## src/rtl/wb_timeout_bridge_if.sv

```systemverilog
// Classic WISHBONE bus bundle; one instance per side of the bridge.
interface wb_timeout_bridge_if #(
  parameter int AW = 16,
  parameter int DW = 32
) ();
  logic            cyc;
  logic            stb;
  logic            we;
  logic [AW-1:0]   adr;
  logic [DW-1:0]   dat_w;
  logic [DW/8-1:0] sel;
  logic [DW-1:0]   dat_r;
  logic            ack;
  logic            err;

  modport master (
    output cyc, stb, we, adr, dat_w, sel,
    input  dat_r, ack, err
  );

  modport slave (
    input  cyc, stb, we, adr, dat_w, sel,
    output dat_r, ack, err
  );
endinterface

```

## src/rtl/wb_timeout_bridge.sv

```systemverilog
// Single-outstanding WISHBONE bridge: registers each host request, forwards it to the
// target and terminates it with err if the target stays silent for TIMEOUT_CYCLES.
module wb_timeout_bridge #(
  parameter int ADDRESS_WIDTH  = 16,
  parameter int DATA_WIDTH     = 32,
  parameter int TIMEOUT_CYCLES = 64,
  parameter int TCOUNT_WIDTH   = 8
) (
  input  logic                    clk_i,
  input  logic                    rst_n_i,
  wb_timeout_bridge_if.slave      s_wb,
  wb_timeout_bridge_if.master     m_wb,
  output logic                    timeout_o,
  output logic [TCOUNT_WIDTH-1:0] timeout_count_o
);

  localparam int SW = DATA_WIDTH / 8;
  localparam int WW = $clog2(TIMEOUT_CYCLES + 1);
  localparam logic [WW-1:0] LAST_WAIT = WW'(TIMEOUT_CYCLES - 1);

  typedef enum logic [1:0] {
    IDLE = 2'd0,
    REQ  = 2'd1,
    RESP = 2'd2
  } state_t;

  state_t                   r_state;
  logic [WW-1:0]            r_wait;
  logic                     r_cyc;
  logic                     r_we;
  logic [ADDRESS_WIDTH-1:0] r_adr;
  logic [DATA_WIDTH-1:0]    r_wdat;
  logic [SW-1:0]            r_sel;
  logic [DATA_WIDTH-1:0]    r_rdat;
  logic                     r_ack;
  logic                     r_err;
  logic                     r_timeout;
  logic [TCOUNT_WIDTH-1:0]  r_tcount;

  always_ff @(posedge clk_i or negedge rst_n_i) begin
    if (!rst_n_i) begin
      r_state   <= IDLE;
      r_wait    <= '0;
      r_cyc     <= 1'b0;
      r_we      <= 1'b0;
      r_adr     <= '0;
      r_wdat    <= '0;
      r_sel     <= '0;
      r_rdat    <= '0;
      r_ack     <= 1'b0;
      r_err     <= 1'b0;
      r_timeout <= 1'b0;
      r_tcount  <= '0;
    end else begin
      // Host response and timeout flags are single-cycle pulses; read data clears with them.
      r_ack     <= 1'b0;
      r_err     <= 1'b0;
      r_timeout <= 1'b0;
      r_rdat    <= '0;
      case (r_state)
        IDLE: begin
          if (s_wb.cyc && s_wb.stb) begin
            r_we    <= s_wb.we;
            r_adr   <= s_wb.adr;
            r_wdat  <= s_wb.dat_w;
            r_sel   <= s_wb.sel;
            r_wait  <= '0;
            r_cyc   <= 1'b1;
            r_state <= REQ;
          end
        end
        REQ: begin
          if (!s_wb.cyc) begin
            r_cyc   <= 1'b0;
            r_state <= IDLE;
          end else if (m_wb.err) begin
            r_cyc   <= 1'b0;
            r_err   <= 1'b1;
            r_state <= RESP;
          end else if (m_wb.ack) begin
            r_cyc   <= 1'b0;
            r_ack   <= 1'b1;
            r_rdat  <= r_we ? '0 : m_wb.dat_r;
            r_state <= RESP;
          end else if (r_wait == LAST_WAIT) begin
            r_cyc     <= 1'b0;
            r_err     <= 1'b1;
            r_timeout <= 1'b1;
            if (r_tcount != '1)
              r_tcount <= r_tcount + TCOUNT_WIDTH'(1);
            r_state   <= RESP;
          end else begin
            r_wait <= r_wait + WW'(1);
          end
        end
        RESP:    r_state <= IDLE;
        default: r_state <= IDLE;
      endcase
    end
  end

  assign m_wb.cyc   = r_cyc;
  assign m_wb.stb   = r_cyc;
  assign m_wb.we    = r_we;
  assign m_wb.adr   = r_adr;
  assign m_wb.dat_w = r_wdat;
  assign m_wb.sel   = r_sel;

  assign s_wb.dat_r = r_rdat;
  assign s_wb.ack   = r_ack;
  assign s_wb.err   = r_err;

  assign timeout_o       = r_timeout;
  assign timeout_count_o = r_tcount;

endmodule

```

## src/flat_wrapper.sv

```systemverilog
// flat-port wrapper written by rule: the top's interface ports become plain ports
module wb_timeout_bridge_flat 
#(
  parameter int ADDRESS_WIDTH  = 16,
  parameter int DATA_WIDTH     = 32,
  parameter int TIMEOUT_CYCLES = 64,
  parameter int TCOUNT_WIDTH   = 8
)
  (clk_i, rst_n_i, timeout_o, timeout_count_o, s_wb_cyc, s_wb_stb, s_wb_we, s_wb_adr, s_wb_dat_w, s_wb_sel, s_wb_dat_r, s_wb_ack, s_wb_err, m_wb_cyc, m_wb_stb, m_wb_we, m_wb_adr, m_wb_dat_w, m_wb_sel, m_wb_dat_r, m_wb_ack, m_wb_err);
  wb_timeout_bridge_if #(.AW(16), .DW(32)) s_wb_i ();
  wb_timeout_bridge_if #(.AW(16), .DW(32)) m_wb_i ();
  input  logic clk_i;
  input  logic rst_n_i;
  output logic timeout_o;
  output logic [TCOUNT_WIDTH-1:0] timeout_count_o;
  input wire logic [$bits(s_wb_i.cyc)-1:0] s_wb_cyc;
  input wire logic [$bits(s_wb_i.stb)-1:0] s_wb_stb;
  input wire logic [$bits(s_wb_i.we)-1:0] s_wb_we;
  input wire logic [$bits(s_wb_i.adr)-1:0] s_wb_adr;
  input wire logic [$bits(s_wb_i.dat_w)-1:0] s_wb_dat_w;
  input wire logic [$bits(s_wb_i.sel)-1:0] s_wb_sel;
  output wire logic [$bits(s_wb_i.dat_r)-1:0] s_wb_dat_r;
  output wire logic [$bits(s_wb_i.ack)-1:0] s_wb_ack;
  output wire logic [$bits(s_wb_i.err)-1:0] s_wb_err;
  output wire logic [$bits(m_wb_i.cyc)-1:0] m_wb_cyc;
  output wire logic [$bits(m_wb_i.stb)-1:0] m_wb_stb;
  output wire logic [$bits(m_wb_i.we)-1:0] m_wb_we;
  output wire logic [$bits(m_wb_i.adr)-1:0] m_wb_adr;
  output wire logic [$bits(m_wb_i.dat_w)-1:0] m_wb_dat_w;
  output wire logic [$bits(m_wb_i.sel)-1:0] m_wb_sel;
  input wire logic [$bits(m_wb_i.dat_r)-1:0] m_wb_dat_r;
  input wire logic [$bits(m_wb_i.ack)-1:0] m_wb_ack;
  input wire logic [$bits(m_wb_i.err)-1:0] m_wb_err;
  assign s_wb_i.cyc = s_wb_cyc;
  assign s_wb_i.stb = s_wb_stb;
  assign s_wb_i.we = s_wb_we;
  assign s_wb_i.adr = s_wb_adr;
  assign s_wb_i.dat_w = s_wb_dat_w;
  assign s_wb_i.sel = s_wb_sel;
  assign s_wb_dat_r = s_wb_i.dat_r;
  assign s_wb_ack = s_wb_i.ack;
  assign s_wb_err = s_wb_i.err;
  assign m_wb_cyc = m_wb_i.cyc;
  assign m_wb_stb = m_wb_i.stb;
  assign m_wb_we = m_wb_i.we;
  assign m_wb_adr = m_wb_i.adr;
  assign m_wb_dat_w = m_wb_i.dat_w;
  assign m_wb_sel = m_wb_i.sel;
  assign m_wb_i.dat_r = m_wb_dat_r;
  assign m_wb_i.ack = m_wb_ack;
  assign m_wb_i.err = m_wb_err;
  wb_timeout_bridge #(.ADDRESS_WIDTH(ADDRESS_WIDTH), .DATA_WIDTH(DATA_WIDTH), .TIMEOUT_CYCLES(TIMEOUT_CYCLES), .TCOUNT_WIDTH(TCOUNT_WIDTH)) u_core (.clk_i(clk_i), .rst_n_i(rst_n_i), .s_wb(s_wb_i), .m_wb(m_wb_i), .timeout_o(timeout_o), .timeout_count_o(timeout_count_o));
endmodule
```

## config.mk

```make
export PLATFORM = sky130hd
export DESIGN_NAME = wb_timeout_bridge_flat
export DESIGN_NICKNAME = d
export VERILOG_FILES = /design/src/rtl/wb_timeout_bridge_if.sv /design/src/rtl/wb_timeout_bridge.sv /design/src/flat_wrapper.sv
export SDC_FILE = /design/constraint.sdc
export NUM_CORES = 1
export LEC_CHECK = 0
export ABC_AREA = 1
export CAP_MARGIN = 0
export CORE_MARGIN = 2
export CORE_UTILIZATION = 56
export CTS_CLUSTER_SIZE = 8
export DETAILED_ROUTE_END_ITERATION = 12
export DONT_BUFFER_PORTS = 1
export GPL_ROUTABILITY_DRIVEN = 0
export PLACE_DENSITY = 0.73
export SETUP_SLACK_MARGIN = 0.4
export SLEW_MARGIN = 20
export SYNTH_ARGS = -nofsm -noshare
export SYNTH_HDL_FRONTEND = slang
export SYNTH_SLANG_ARGS = --single-unit
```

## constraint.sdc

```tcl
create_clock -name clk_i -period 1.4 [get_ports clk_i]
set_input_delay 0.21 -clock clk_i [delete_from_list [all_inputs] [get_ports clk_i]]
set_output_delay 0.21 -clock clk_i [all_outputs]
set_load 0.02 [all_outputs]
```

==> PnR_summary.wiki, run 1 <==
{| class="wikitable"
! Metric !! Value
|-
| Result of the run || finished, violations left
|-
| Failing checks || hold timing
|-
| Max-cap violation count || 0
|-
| Fillers || ~350
|-
| CP Launch Point || u_core.r_wait[1]$_DFFE_PN0P_
|-
| X dimension of the die || ~90 um
|-
| Min-delay worst type || input pin to asynchronous set/reset pin
|-
| DIE AREA || slightly above 8000 um^2
|-
| N_diodes || 0
|-
| Slew HR || between 80 and 90%
|-
| Hold Vio Cnt, Final || between 100 and 150
|-
| Ratio of routed vias to standard cells || 5.18
|-
| Lkg Pwr || 2.71 nW
|-
| Die Height || 90.2 um
|-
| Average footprint of a synthesized cell || around 12 um^2
|-
| Worst setup slack for register-to-register paths || about 42 ps
|-
| Cell type with the largest total area after synthesis || sky130_fd_sc_hd__dfrtp_1
|-
| Highest clock rate || 736 MHz
|-
| Worst-case hold slack || -470 ps
|-
| Data required time of the worst path || around 1700 ps
|-
| Port buffer count || 0
|-
| Top area cells in the synthesized netlist || sky130_fd_sc_hd__dfrtp_1, sky130_fd_sc_hd__mux2_2, sky130_fd_sc_hd__nand2_1
|-
| Maximum vdd drop || around 0.67 mV
|-
| Core Box Area || approximately 7200 um^2
|-
| HPWL after detailed placement || approximately 5800 um
|-
| Ranking of synthesized cells by instance count || sky130_fd_sc_hd__dfrtp_1, sky130_fd_sc_hd__mux2_2, sky130_fd_sc_hd__nand2_1
|-
| Sum of internal, switching and leakage power || about 6.8 mW
|-
| Share of total power in the clock network || between 20 and 30%
|-
| Power Dens Cells || between 1000 and 1500 nW/um^2
|-
| Total GRT Usage || a little over a quarter
|-
| CTS tree || yes
|-
| Post-layout nets || approximately 560
|-
| Number of endpoints failing setup at the final stage || 0
|-
| Top-Level Pins || 189
|-
| Fraction of power consumed by combinational cells || between 10% and 20%
|-
| Warnings, synthesis || 0
|-
| Per-cell routed wire length || about 20 um
|-
| Largest net degree at the start of global routing || roughly 110
|-
| Net switching share of the total power || between 30% and 40%
|-
| Number of buffers created by CTS || 9
|-
| Register clock-pin slew on the reported worst setup and hold paths || 100 ps
|-
| Layout cells sized above 1 || 53.0%
|-
| Arrival time at the worst endpoint || about 1600 ps
|-
| Area occupied by multi-input gates || around 1500 um^2
|-
| Wire length of the first global-routing pass || 16900 um
|-
| Fin area || between 6000 and 7000 um^2
|-
| Cells after synthesis || between 300 and 400
|-
| Worst-Skew Late Latency || roughly 360 ps
|-
| Drt initial violations || ~110
|-
| CTS sink count || about 110
|-
| Top cell type's share of synthesized area || 63.8%
|-
| Placed Instance Area || 4390 um^2
|-
| Via count || 2970
|-
| Sequential share of the synthesized area || between 60% and 70%
|-
| Number of flops mapped to enable cells by yosys || 0
|-
| Kind of capture point of the worst setup path || register
|-
| Maximum buffer depth of the clock tree || 2
|-
| Crit path kind || register to register
|-
| Worst-path fanout max || 8
|-
| Share of synthesized registers carrying an async set or reset || between 90% and 100%
|-
| Actual slew at the worst max-slew pin || roughly 260 ps
|-
| Reg2Reg Capture Point || u_core.timeout_count_o[5]$_DFFE_PN0P_
|-
| Count leader, synth || sky130_fd_sc_hd__dfrtp_1
|-
| Maximum level of the CTS H-tree || 3
|-
| Post-route setup TNS || 0 ps
|-
| Register area || 2760 um^2
|-
| Number of max-slew violations in the final report || 0
|-
| Register share of total power || roughly 62%
|-
| Initial core utilization || 57.6%
|-
| DR DRC count || 0
|-
| Post-Syn Nets || 442
|-
| Number of nets with antenna violations after routing || 0
|-
| Wire length reported by the detailed router || between 10000 and 15000 um
|-
| Kind of start point of the critical path || register
|-
| Dominant synthesized flop cell || sky130_fd_sc_hd__dfrtp_1
|-
| Cell Int Power || roughly 4.7 mW
|-
| Via count of the first global-routing pass || approximately 3200
|-
| Unrepaired setup endpoints after global routing || true
|-
| Number of placement rows || 31
|-
| Router iterations before antenna repair || 4
|-
| Antenna violations before repair || 0
|-
| Distinct cell type count of the synthesized netlist || 25
|-
| Depth of the worst register-to-register path || 9
|-
| Shortest period the worst path allows || around 1400 ps
|-
| Number of hold buffers added after cts || 85
|-
| Startpoint of the worst register-to-register path || u_core.r_wait[1]$_DFFE_PN0P_
|-
| Power dissipated by switching net loads || around 2.1 mW
|-
| Portion of the clock cycle consumed by the worst path in the final layout || between 90% and 100%
|-
| CTS root buffer || sky130_fd_sc_hd__clkbuf_8
|-
| Seq cells post-synth || 106
|-
| Cell Area, Synth || 4160 um^2
|-
| Layout area overhead || 44.4%
|-
| Layout Skew || 11.0 ps
|-
| GRT overflow || 0
|}
## routing by layer
metal | vias to the layer above | global-route usage (%) | share of wire (%)
li1 | 1324 | - | -
met1 | 1466 | 31.3 | 37
met2 | 157 | 46.4 | 52
met3 | 23 | 8.72 | 8.9
met4 | 0 | 12.1 | 2.4
met5 | - | 0 | 0
## cell type report
class                      instances  share of cell area (%)
tap                               99                    2.06
multi-input combinational        186                    25.4
clock inverter                     6                   0.855
clock buffer                      10                    2.13
sequential                       106                    46.0
timing repair buffer             120                    20.6
inverter                          46                    2.92
## stage by stage
stage               std cells  utilization, %  setup slack [ps]  hold slack, ps
floorplan                 349               -              77.3           -85.6
global placement          455            60.9              58.2           -84.0
detailed placement        455            60.9              4.51           -84.1
CTS                       566            79.0              72.6            -489
global route              573            83.2             -34.3            -492
finish                    573            83.2              42.0            -470
## power groups by stage
stage / Clock [mW] / Sequential, mW / Combinational, mW
floorplan: 0 / 4.06 / 0.453
global placement: 0 / 4.14 / 0.467
detailed placement: 0 / 4.16 / 0.493
CTS: 1.75 / 4.16 / 0.704
global route: 1.90 / 4.23 / 0.866
finish: 1.75 / 4.20 / 0.812
## sequential cells by signal (all words and copies together) (netlist names)
register                cells
u_core.r_state              2
u_core.r_wait               7
u_core.s_wb.dat_r          32
u_core.m_wb.dat_w          32
u_core.timeout_count_o      8
u_core.m_wb.we              1
u_core.s_wb.ack             1
u_core.m_wb.sel             4
u_core.timeout_o            1
u_core.m_wb.adr            16
u_core.m_wb.cyc             1
u_core.s_wb.err             1
## kinds of logic (layout without fill, tap and decap cells)
logic type	count (synthesis)	count (layout)	share of synthesized area, %
mux	52	52	14.1
xor+xnor	7	7	1.47
simple gates	117	117	12.2
fa+ha+maj	2	2	0.602
compound gates	8	8	1.20
buf+inv	57	182	6.68
flops	106	106	63.8
## cell usage in the layout, fill, tap and decap left out
cell type and n:
sky130_fd_sc_hd__clkbuf_16 1, sky130_fd_sc_hd__nand3_4 4, sky130_fd_sc_hd__buf_6 13, sky130_fd_sc_hd__nand2_4 6, sky130_fd_sc_hd__ha_4 2, sky130_fd_sc_hd__nor2_2 12
sky130_fd_sc_hd__o21ai_1 1, sky130_fd_sc_hd__nand3_2 1, sky130_fd_sc_hd__nor2_4 13, sky130_fd_sc_hd__nand3_1 12, sky130_fd_sc_hd__buf_4 16, sky130_fd_sc_hd__dfrtp_1 17
sky130_fd_sc_hd__nand2_1 36, sky130_fd_sc_hd__clkbuf_8 9, sky130_fd_sc_hd__nand2_2 9, sky130_fd_sc_hd__clkinvlp_4 3, sky130_fd_sc_hd__mux2_2 43, sky130_fd_sc_hd__nor3_4 1
sky130_fd_sc_hd__inv_8 1, sky130_fd_sc_hd__buf_12 4, sky130_fd_sc_hd__dfrtp_2 89, sky130_fd_sc_hd__nand3b_1 1, sky130_fd_sc_hd__a21oi_2 2, sky130_fd_sc_hd__clkbuf_1 1
sky130_fd_sc_hd__inv_4 1, sky130_fd_sc_hd__inv_2 5, sky130_fd_sc_hd__o211ai_1 1, sky130_fd_sc_hd__nor2_1 22, sky130_fd_sc_hd__clkinv_4 1, sky130_fd_sc_hd__mux2_4 9
sky130_fd_sc_hd__buf_8 1, sky130_fd_sc_hd__xor2_1 3, sky130_fd_sc_hd__o21ai_2 4, sky130_fd_sc_hd__xnor2_1 4, sky130_fd_sc_hd__inv_1 40, sky130_fd_sc_hd__inv_6 1
sky130_fd_sc_hd__dlygate4sd3_1 85
## what timing repair did
item,CTS,global route
buffers inserted,10,6
endpoints found under the setup margin,203,204
cloned,0,1
endpoints found under the hold margin,192,107
gates resized for setup,103,75
pin swaps,10,7
## how the worst max path moves through the flow
stage / slack [ps] / endpoint / depth (start not counted)
after floorplan: 80 / u_core.timeout_count_o[5]$_DFFE_PN0P_ / 7
after global placement: 60 / u_core.timeout_count_o[2]$_DFFE_PN0P_ / 8
after detailed placement: 5 / u_core.timeout_count_o[5]$_DFFE_PN0P_ / 8
after CTS: 70 / u_core.s_wb.dat_r[20]$_DFF_PN0_ / 7
after global routing: -30 / u_core.s_wb.dat_r[1]$_DFF_PN0_ / 7
final: 40 / u_core.timeout_count_o[5]$_DFFE_PN0P_ / 9
## worst max-delay path, cell delays in order (launching register included)
cell and delay [ps]:
sky130_fd_sc_hd__dfrtp_1 410, sky130_fd_sc_hd__ha_4 170, sky130_fd_sc_hd__nand3_4 80, sky130_fd_sc_hd__inv_2 80, sky130_fd_sc_hd__nand2_4 70, sky130_fd_sc_hd__inv_4 80
sky130_fd_sc_hd__nand3_4 90, sky130_fd_sc_hd__buf_12 170, sky130_fd_sc_hd__nand2_4 50, sky130_fd_sc_hd__o21ai_2 50
No activity file was read; power rests on OpenSTA's default activity.
==> run 2, diff against run 1 <==
- CTS_CLUSTER_SIZE: 8 -> 28
- GPL_ROUTABILITY_DRIVEN: 0 -> default
- RECOVER_POWER: default -> 50
==> run 2 against run 1 <==
  * The run still ends with hold timing left
  * Die area stayed put
  * Non-clock buffer count stayed put
  * Maximum frequency hardly changed
  * Clock power hardly changed
  * First-iteration DRC count stayed put
  * Global-route usage stayed put
  * Worst hold slack worse by 0.63 ps
  * Combinational power hardly changed
==> PnR_summary.wiki, run 2 (same netlist as run 1, synthesis figures left out) <==
{| class="wikitable"
! Metric !! Value
|-
| Result of the run || finished, violations left
|-
| Failing checks || hold timing
|-
| Layout area overhead || 44.1%
|-
| Routing layer with the top usage in global route || met2
|-
| Reg2Reg Capture Point || u_core.timeout_count_o[5]$_DFFE_PN0P_
|-
| Number of hold buffers added after cts || between 80 and 90
|-
| Fillers || about 360
|-
| Number of placement rows || 31
|-
| Routability cong. || 0.819
|-
| Worst-case hold slack || -471 ps
|-
| Max-cap violation count || 0
|-
| Arrival time at the worst endpoint || 1620 ps
|-
| Commonest cells after routing, fill and taps aside || sky130_fd_sc_hd__dlygate4sd3_1, sky130_fd_sc_hd__dfrtp_2, sky130_fd_sc_hd__mux2_2, sky130_fd_sc_hd__inv_1, sky130_fd_sc_hd__nand2_1
|-
| Per-cell routed wire length || 19.9 um
|-
| HPWL after detailed placement || roughly 5800 um
|-
| Crit path kind || register to register
|-
| Actual slew at the worst max-slew pin || ~260 ps
|-
| Unrepaired setup endpoints after global routing || true
|-
| Power Dens Cells || between 1000 and 1500 nW/um^2
|-
| Min-delay worst type || input pin to asynchronous set/reset pin
|-
| Kind of start point of the critical path || register
|-
| Number of max-slew violations in the final report || 0
|-
| Wire length reported by the detailed router || around 11000 um
|-
| Maximum buffer depth of the clock tree || 2
|-
| Via count of the first global-routing pass || approximately 3200
|-
| Top-Level Pins || 189
|-
| Largest net degree at the start of global routing || approximately 110
|-
| CTS tree || yes
|-
| Ratio of routed vias to standard cells || roughly 5.2
|-
| N_diodes || 0
|-
| Shortest period the worst path allows || around 1400 ps
|-
| Met1 GRT Util || a little under a third
|-
| Die Height || roughly 90 um
|-
| Layout cells sized above 1 || about half
|-
| Worst slack after detailed placement || between 4 and 5 ps
|-
| Hold Vio Cnt, Final || ~110
|-
| Number of endpoints failing setup at the final stage || 0
|-
| Antenna violations before repair || 0
|-
| CTS sink count || ~110
|-
| GRT overflow || 0
|-
| Router iterations before antenna repair || 4
|-
| Drt initial violations || around 110
|-
| Highest clock rate || 736 MHz
|-
| Startpoint of the worst register-to-register path || u_core.r_wait[1]$_DFFE_PN0P_
|-
| Maximum level of the CTS H-tree || 3
|-
| Total GRT Usage || 27.1%
|-
| Port buffer count || 0
|-
| Worst-Skew Late Latency || 360 ps
|-
| DR DRC count || 0
|-
| Worst-path fanout max || 8
|-
| Slew HR || approximately 83%
|-
| Register clock-pin slew on the reported worst setup and hold paths || 100 ps
|-
| CTS root buffer || sky130_fd_sc_hd__clkbuf_8
|-
| Met3 usage in global routing || under 10%
|-
| Kind of capture point of the worst setup path || register
|-
| Core Box Area || 7210 um^2
|-
| DIE AREA || between 8000 and 9000 um^2
|-
| Depth of the worst register-to-register path || 9
|-
| Commonest non-fill, non-tap cell in the layout || sky130_fd_sc_hd__dlygate4sd3_1
|-
| Worst setup slack for register-to-register paths || 40 ps
|-
| Number of nets with antenna violations after routing || 0
|-
| Post-layout utilization of the core || between 80% and 90%
|-
| X dimension of the die || ~90 um
|-
| Portion of the clock cycle consumed by the worst path in the final layout || between 90% and 100%
|-
| Via count || a little under 3000
|-
| Initial core utilization || slightly below 60%
|-
| Setup WS post-layout || 41.8 ps
|-
| GR met2 Demand/Resource || around 46%
|-
| Data required time of the worst path || 1660 ps
|-
| Maximum vdd drop || about 0.67 mV
|-
| Post-layout nets || 562
|-
| Lkg Pwr || 2.72 nW
|-
| Number of buffers created by CTS || 9
|-
| Layout Skew || 10.8 ps
|-
| Wire length of the first global-routing pass || about 17000 um
|}
run 2: cell counts in the layout (fill, tap and decap cells not counted):
No cell type changed its count.
run 2: where the power goes:
part / total [mW] / internal (mW) / leakage [nW] / switching [mW]
clock network: 1.75 / 0.670 / 0.0810 / 1.08
registers: 4.20 / 3.47 / 1.26 / 0.723
logic: 0.812 / 0.525 / 1.38 / 0.288
total: 6.76 / 4.67 / 2.72 / 2.09
run 2: repair_timing:
item / in CTS / in global routing
buffers inserted: 10 / 6
cloned: 0 / 1
hold endpoints to repair: 192 / 107
setup endpoints to repair: 203 / 204
pin swaps: 10 / 7
resized for setup: 103 / 75
run 2: how the worst max path moves through the flow:
stage / startpoint / end / slack, ps / cells after the start
final: u_core.r_wait[1]$_DFFE_PN0P_ / u_core.timeout_count_o[5]$_DFFE_PN0P_ / 40 / 9
after global routing: u_core.r_state[0]$_DFFE_PN0P_ / u_core.s_wb.dat_r[1]$_DFF_PN0_ / -30 / 7
after CTS: u_core.r_state[0]$_DFFE_PN0P_ / u_core.s_wb.dat_r[20]$_DFF_PN0_ / 70 / 7
after detailed placement: u_core.timeout_count_o[1]$_DFFE_PN0P_ / u_core.timeout_count_o[5]$_DFFE_PN0P_ / 5 / 8
after global placement: u_core.timeout_count_o[1]$_DFFE_PN0P_ / u_core.timeout_count_o[2]$_DFFE_PN0P_ / 60 / 8
after floorplan: u_core.timeout_count_o[0]$_DFFE_PN0P_ / u_core.timeout_count_o[5]$_DFFE_PN0P_ / 80 / 7
run 2: cell type report:
class	count	area [um^2]	area share, %
Sequential cell	106	2750	45.9
Multi-Input combinational cell	186	1520	25.4
Timing Repair Buffer	120	1240	20.7
Inverter	46	175	2.92
Clock buffer	10	128	2.13
Tap cell	99	124	2.07
Clock inverter	6	51.3	0.856
run 2: routing by layer:
| metal | vias to the layer above | wire length, um |
|---|---|---|
| met5 | - | 0 |
| met4 | 0 | 280 |
| met3 | 23 | 997 |
| met2 | 152 | 5950 |
| met1 | 1460 | 4200 |
| li1 | 1324 | - |
run 2: stage by stage:
stage               hold slack, ps  total power [mW]  TNS (ps)  cells  instance area (um^2)
finish                        -471              6.76         0    573                  5990
global route                  -492              6.99      -178    573                  5990
CTS                           -489              6.61         0    566                  5700
detailed placement           -84.1              4.65         0    455                  4390
global placement             -84.0              4.61         0    455                  4390
floorplan                    -85.6              4.51         0    349                  4230
run 2: critical path, cell delays in order (launching register included):
cell and delay (ps):
sky130_fd_sc_hd__dfrtp_1 410, sky130_fd_sc_hd__ha_4 170, sky130_fd_sc_hd__nand3_4 80, sky130_fd_sc_hd__inv_2 80, sky130_fd_sc_hd__nand2_4 70, sky130_fd_sc_hd__inv_4 80, sky130_fd_sc_hd__nand3_4 90, sky130_fd_sc_hd__buf_12 170
sky130_fd_sc_hd__nand2_4 50, sky130_fd_sc_hd__o21ai_2 50
==> run 3, diff against run 2 <==
- CORE_ASPECT_RATIO: default -> 0.7
- HOLD_SLACK_MARGIN: default -> 0.05
- SLEW_MARGIN: 20 -> 10
==> run 3 against run 2 <==
  * The flow still finishes with violations (hold timing)
  * Global-route usage is 1.5 points lower
  * Combinational power is 2% lower
  * Clock power hardly changed
  * Critical path depth is 1 lower
  * Critical path type unchanged
  * Largest cell class unchanged
==> PnR_summary.wiki, run 3 (same netlist as run 1, synthesis figures left out) <==
{| class="wikitable"
! Metric !! Value
|-
| Layout area overhead || 44.4%
|-
| Top-Level Pins || between 150 and 200
|-
| Number of placement rows || 26
|-
| Shortest period the worst path allows || roughly 1400 ps
|-
| CTS sink count || ~110
|-
| Highest clock rate || between 700 and 800 MHz
|-
| Max-cap violation count || 0
|-
| Via count || 2966
|-
| Ratio of routed vias to standard cells || about 5
|-
| Largest net degree at the start of global routing || between 100 and 150
|-
| Result of the run || finished, violations left
|-
| Register clock-pin slew on the reported worst setup and hold paths || 100 ps
|-
| Via count of the first global-routing pass || ~3100
|-
| HPWL after detailed placement || 5650 um
|-
| Number of buffers created by CTS || 9
|-
| Total GRT Usage || between 20% and 30%
|-
| Layout cells sized above 1 || roughly 53%
|-
| CTS root buffer || sky130_fd_sc_hd__clkbuf_8
|-
| Worst-Skew Late Latency || approximately 360 ps
|-
| DIE AREA || 8140 um^2
|-
| Commonest cells after routing, fill and taps aside || sky130_fd_sc_hd__dfrtp_2, sky130_fd_sc_hd__dlygate4sd3_1, sky130_fd_sc_hd__mux2_2, sky130_fd_sc_hd__inv_1, sky130_fd_sc_hd__nand2_1
|-
| Hold Vio Cnt, Final || 108
|-
| Wire length of the first global-routing pass || 15900 um
|-
| Wire length reported by the detailed router || between 10000 and 15000 um
|-
| Die Height || between 70 and 80 um
|-
| Worst-case hold slack || -461 ps
|-
| Sum of internal, switching and leakage power || just under 7 mW
|-
| Per-cell routed wire length || a little under 20 um
|-
| Portion of the clock cycle consumed by the worst path in the final layout || 97.3%
|-
| Core Box Area || between 7000 and 8000 um^2
|-
| Initial core utilization || a little under three fifths
|-
| N_diodes || 0
|-
| CTS tree || yes
|-
| Met1 GRT Util || 28.8%
|-
| Number of max-slew violations in the final report || 0
|-
| GR met2 Demand/Resource || 43.6%
|-
| Drt initial violations || 135
|-
| Post-layout nets || 569
|-
| Number of endpoints failing setup at the final stage || 0
|-
| Setup WS post-layout || ~37 ps
|-
| Commonest non-fill, non-tap cell in the layout || sky130_fd_sc_hd__dfrtp_2
|-
| Post-layout utilization of the core || between 80% and 90%
|-
| X dimension of the die || roughly 110 um
|-
| Number of nets with antenna violations after routing || 0
|-
| Arrival time at the worst endpoint || between 1500 and 2000 ps
|-
| Port buffer count || 0
|-
| Router iterations before antenna repair || 4
|-
| Routing layer with the top usage in global route || met2
|-
| Number of hold buffers added after cts || 86
|-
| Actual slew at the worst max-slew pin || between 200 and 300 ps
|-
| Layout Skew || about 13 ps
|-
| Met3 usage in global routing || between 10% and 20%
|-
| Maximum buffer depth of the clock tree || 2
|-
| Lkg Pwr || ~2.7 nW
|-
| Kind of capture point of the worst setup path || register
|-
| GRT overflow || 0
|-
| Slew HR || 82.0%
|-
| Data required time of the worst path || ~1700 ps
|-
| DR DRC count || 0
|-
| Min-delay worst type || input pin to asynchronous set/reset pin
|-
| Unrepaired setup endpoints after global routing || true
|-
| Worst-path fanout max || 5
|-
| Power Dens Cells || roughly 1100 nW/um^2
|-
| Kind of start point of the critical path || register
|-
| Maximum vdd drop || approximately 0.6 mV
|-
| Worst slack after detailed placement || around 13 ps
|-
| Failing checks || hold timing
|-
| Maximum level of the CTS H-tree || 3
|-
| Crit path kind || register to register
|-
| Routability cong. || around 0.81
|-
| Antenna violations before repair || 0
|}
==> run 3: changes by cell type in the layout (fill, tap and decap cells not counted), sizes merged <==
| cell | change |
|---|---|
| buf | +6 |
| clkbuf | -1 |
| clkinv | +3 |
| dlygate4sd3 | +1 |
| inv | +1 |
| clkinvlp | -3 |
==> run 3: layout make-up <==
class | count | area (um^2)
clock buffers | 9 | 124
clock inverters | 7 | 61.3
fillers | 386 | 1250
inverters | 46 | 175
multi-input cells | 186 | 1480
flip-flops and latches | 106 | 2770
well taps | 98 | 123
repair buffers | 127 | 1270
==> run 3: path summary, 6_finish.rpt <==
check	from	end	slack, ps	cells past startpoint
worst max-delay path	u_core.timeout_count_o[1]$_DFFE_PN0P_	u_core.timeout_count_o[2]$_DFFE_PN0P_	40	8
worst min-delay path	rst_n_i	u_core.m_wb.adr[5]$_DFFE_PN0P_	-460	0
worst max register to register	u_core.timeout_count_o[1]$_DFFE_PN0P_	u_core.timeout_count_o[2]$_DFFE_PN0P_	40	8
worst min register to register	u_core.r_wait[6]$_DFFE_PN0P_	u_core.r_wait[6]$_DFFE_PN0P_	580	2
max in group asynchronous	rst_n_i	u_core.s_wb.dat_r[12]$_DFF_PN0_	1700	0
min in group clk_i	m_wb_err	u_core.s_wb.ack$_DFF_PN0_	-100	1
==> run 3: timing repair <==
| item | CTS | global route |
|---|---|---|
| resized for setup | 97 | 67 |
| hold endpoints to repair | 194 | 108 |
| endpoints found under the setup margin | 203 | 204 |
| pin swaps | 13 | 5 |
| gates cloned | 0 | 2 |
| setup buffers | 10 | 7 |
==> run 3: critical path, stage by stage, from the launching register on <==
cell and delay [ps]:
sky130_fd_sc_hd__dfrtp_2 410, sky130_fd_sc_hd__ha_4 150, sky130_fd_sc_hd__nand3_2 130, sky130_fd_sc_hd__nor2_4 160
sky130_fd_sc_hd__nand2_2 80, sky130_fd_sc_hd__nand3_4 100, sky130_fd_sc_hd__buf_6 140, sky130_fd_sc_hd__nand2_4 50
sky130_fd_sc_hd__o21ai_2 50
==> run 3: power by group <==
part / total, mW / internal (mW) / leakage (nW) / switching [mW]
Clock: 1.76 / 0.679 / 0.0971 / 1.08
Sequential: 4.17 / 3.47 / 1.24 / 0.700
Combinational: 0.796 / 0.519 / 1.40 / 0.277
Total: 6.73 / 4.67 / 2.74 / 2.06
==> run 3: through the flow <==
stage | TNS (ps) | area, um^2 | std cells | hold WS (ps)
finish | 0 | 6000 | 579 | -461
global route | -115 | 6000 | 579 | -491
CTS | 0 | 5720 | 570 | -484
detailed placement | 0 | 4420 | 458 | -83.1
global placement | 0 | 4420 | 458 | -83.2
floorplan | 0 | 4230 | 349 | -85.6
==> run 3: metal layers <==
| metal | up-vias | share of wire (%) |
|---|---|---|
| met4 | 0 | 1.9 |
| li1 | 1341 | - |
| met5 | - | 0 |
| met3 | 19 | 10 |
| met2 | 152 | 51 |
| met1 | 1454 | 37 |
==> patch: new RTL, config.mk and constraints of run 1 <==
Re-encode `state_t` (3 states) as one-hot, 3 bits wide.
--- a/src/rtl/wb_timeout_bridge.sv
+++ b/src/rtl/wb_timeout_bridge.sv
@@ -18,10 +18,10 @@
   localparam int WW = $clog2(TIMEOUT_CYCLES + 1);
   localparam logic [WW-1:0] LAST_WAIT = WW'(TIMEOUT_CYCLES - 1);
 
-  typedef enum logic [1:0] {
-    IDLE = 2'd0,
-    REQ  = 2'd1,
-    RESP = 2'd2
+  typedef enum logic [2:0] {
+    IDLE = 3'b001,
+    REQ  = 3'b010,
+    RESP = 3'b100
   } state_t;
 
   state_t                   r_state;
Behaviour: no difference found for any inputs over 4 cycles, from zero or initial values and one cycle with rst_n_i low; so few cycles prove little.
==> patch against run 1 <==
- the run ends with hold timing, setup timing left
- setup slack lost 0.089 ns
- first-iteration DRC count up 92%
- sequential cell count increased by 1
- non-clock buffer count up 7
- synthesized cell count increased by 37%
- design area rose by 4.7%
- die area is 3.4% higher
- largest cell class unchanged
- critical endpoint is now u_core.m_wb.dat_w[4]
- clock skew is 0.00076 ns higher
- synthesized area grew 3.5%
- routed wire length is 20% higher
Power is not compared: it rests on default switching activity, and its combinational part moved more than twofold at a synthesized area within 25%.
==> patch: results (changes against run 1) <==
| Metric | Value |
|---|---|
| GRT Util Overall | 0.293 (+0.0221) |
| Met2 WL | 7130 um (+20%) |
| Global-route wire length before repair | 19100 um (+13%) |
| Final hold vios | 107 (+0.94%) |
| Ranking of synthesized cells by instance count | 205 x nand2_1, 106 x dfrtp_1, 52 x inv_1, 40 x nor2_1, 13 x o21ai_0 |
| Adder-Cell Fraction of Synth Area | 0.00581 (-0.000205) |
| Fin Clk Skew | 0.0117 ns (+0.000758 ns) |
| Post-synthesis mux area share | 0 (-0.141) |
| Hold Slack | -0.472 ns (-0.00216 ns) |
| Layout cells sized above 1 | 0.336 (-0.194) |
| Placed insts | 581 (+28%) |
| Post-DP Area | 4520 um2 (+2.8%) |
| Worst Path Arrival | 1.75 ns (+0.13 ns) |
| Worst slew margin relative to its limit | 0.542 (-0.287) |
| Post-synthesis sequential area ratio | 0.622 (-0.0156) |
| M1 GR Usage | 0.334 (+0.0206) |
| HPWL Detailed | 6310 um (+8.8%) |
| FF-to-FF setup slack | -0.05 ns (-0.09 ns) |
| RR Startpoint | u_core.r_state[0] |
| Worst Setup Slack, final | -0.0471 ns (-0.0892 ns) |
| Compound-Gate Fraction of Synth Area | 0.0186 (+0.00657) |
| Syn_nets | 571 (+29%) |
| FILL cells | 355 (+0.57%) |
| Status | complete, but fails checks |
| WL per Instance | 19.4 um (-2.9%) |
| Synth area leaders | dfrtp_1 62%, nand2_1 18%, inv_1 4.5%, nor2_1 3.5%, o21ai_0 1.5% |
| Worst-path cell with the longest stage delay | dfstp_2 |
| Met2 GRT Util | 0.508 (+0.0443) |
| Initial DRC count | 205 (+92%) |
| Vias | 3712 (+25%) |
| Violated checks | hold timing, setup timing |
| Met1 wire length | 4940 um (+18%) |
| Vias in the first global route | 3922 (+21%) |
| Final setup violation count | 6 (+6) |
patch: cell count changes in the layout (fill, tap and decap cells not counted), sizes merged, moves of 6 or more:
cell,run 1,this run
buf,34,41
inv,48,54
mux2,52,0
nand2,51,212
o21ai,5,13
patch: final cells by class:
cell class,count,share of cell area
timing repair buffer,127,0.208
sequential,107,0.442
inverter,53,0.0329
multi-input combinational,305,0.267
tap,99,0.0197
clock inverter,5,0.00737
clock buffer,11,0.0225
patch: timing repair:
action | CTS | global route
cloned | 6 | 3
setup buffers | 14 | 2
gates resized for setup | 86 | 93
pin swaps | 11 | 9
hold endpoints to repair | 192 | 107
endpoints found under the setup margin | 205 | 205
patch: per-stage QoR:
| step | utilization | TNS [ns] |
|---|---|---|
| CTS | 0.816 | 0 |
| detailed placement | 0.616 | -0.0177 |
| floorplan | - | 0 |
| global placement | 0.616 | 0 |
| global route | 0.857 | -4.15 |
| finish | 0.857 | -0.109 |
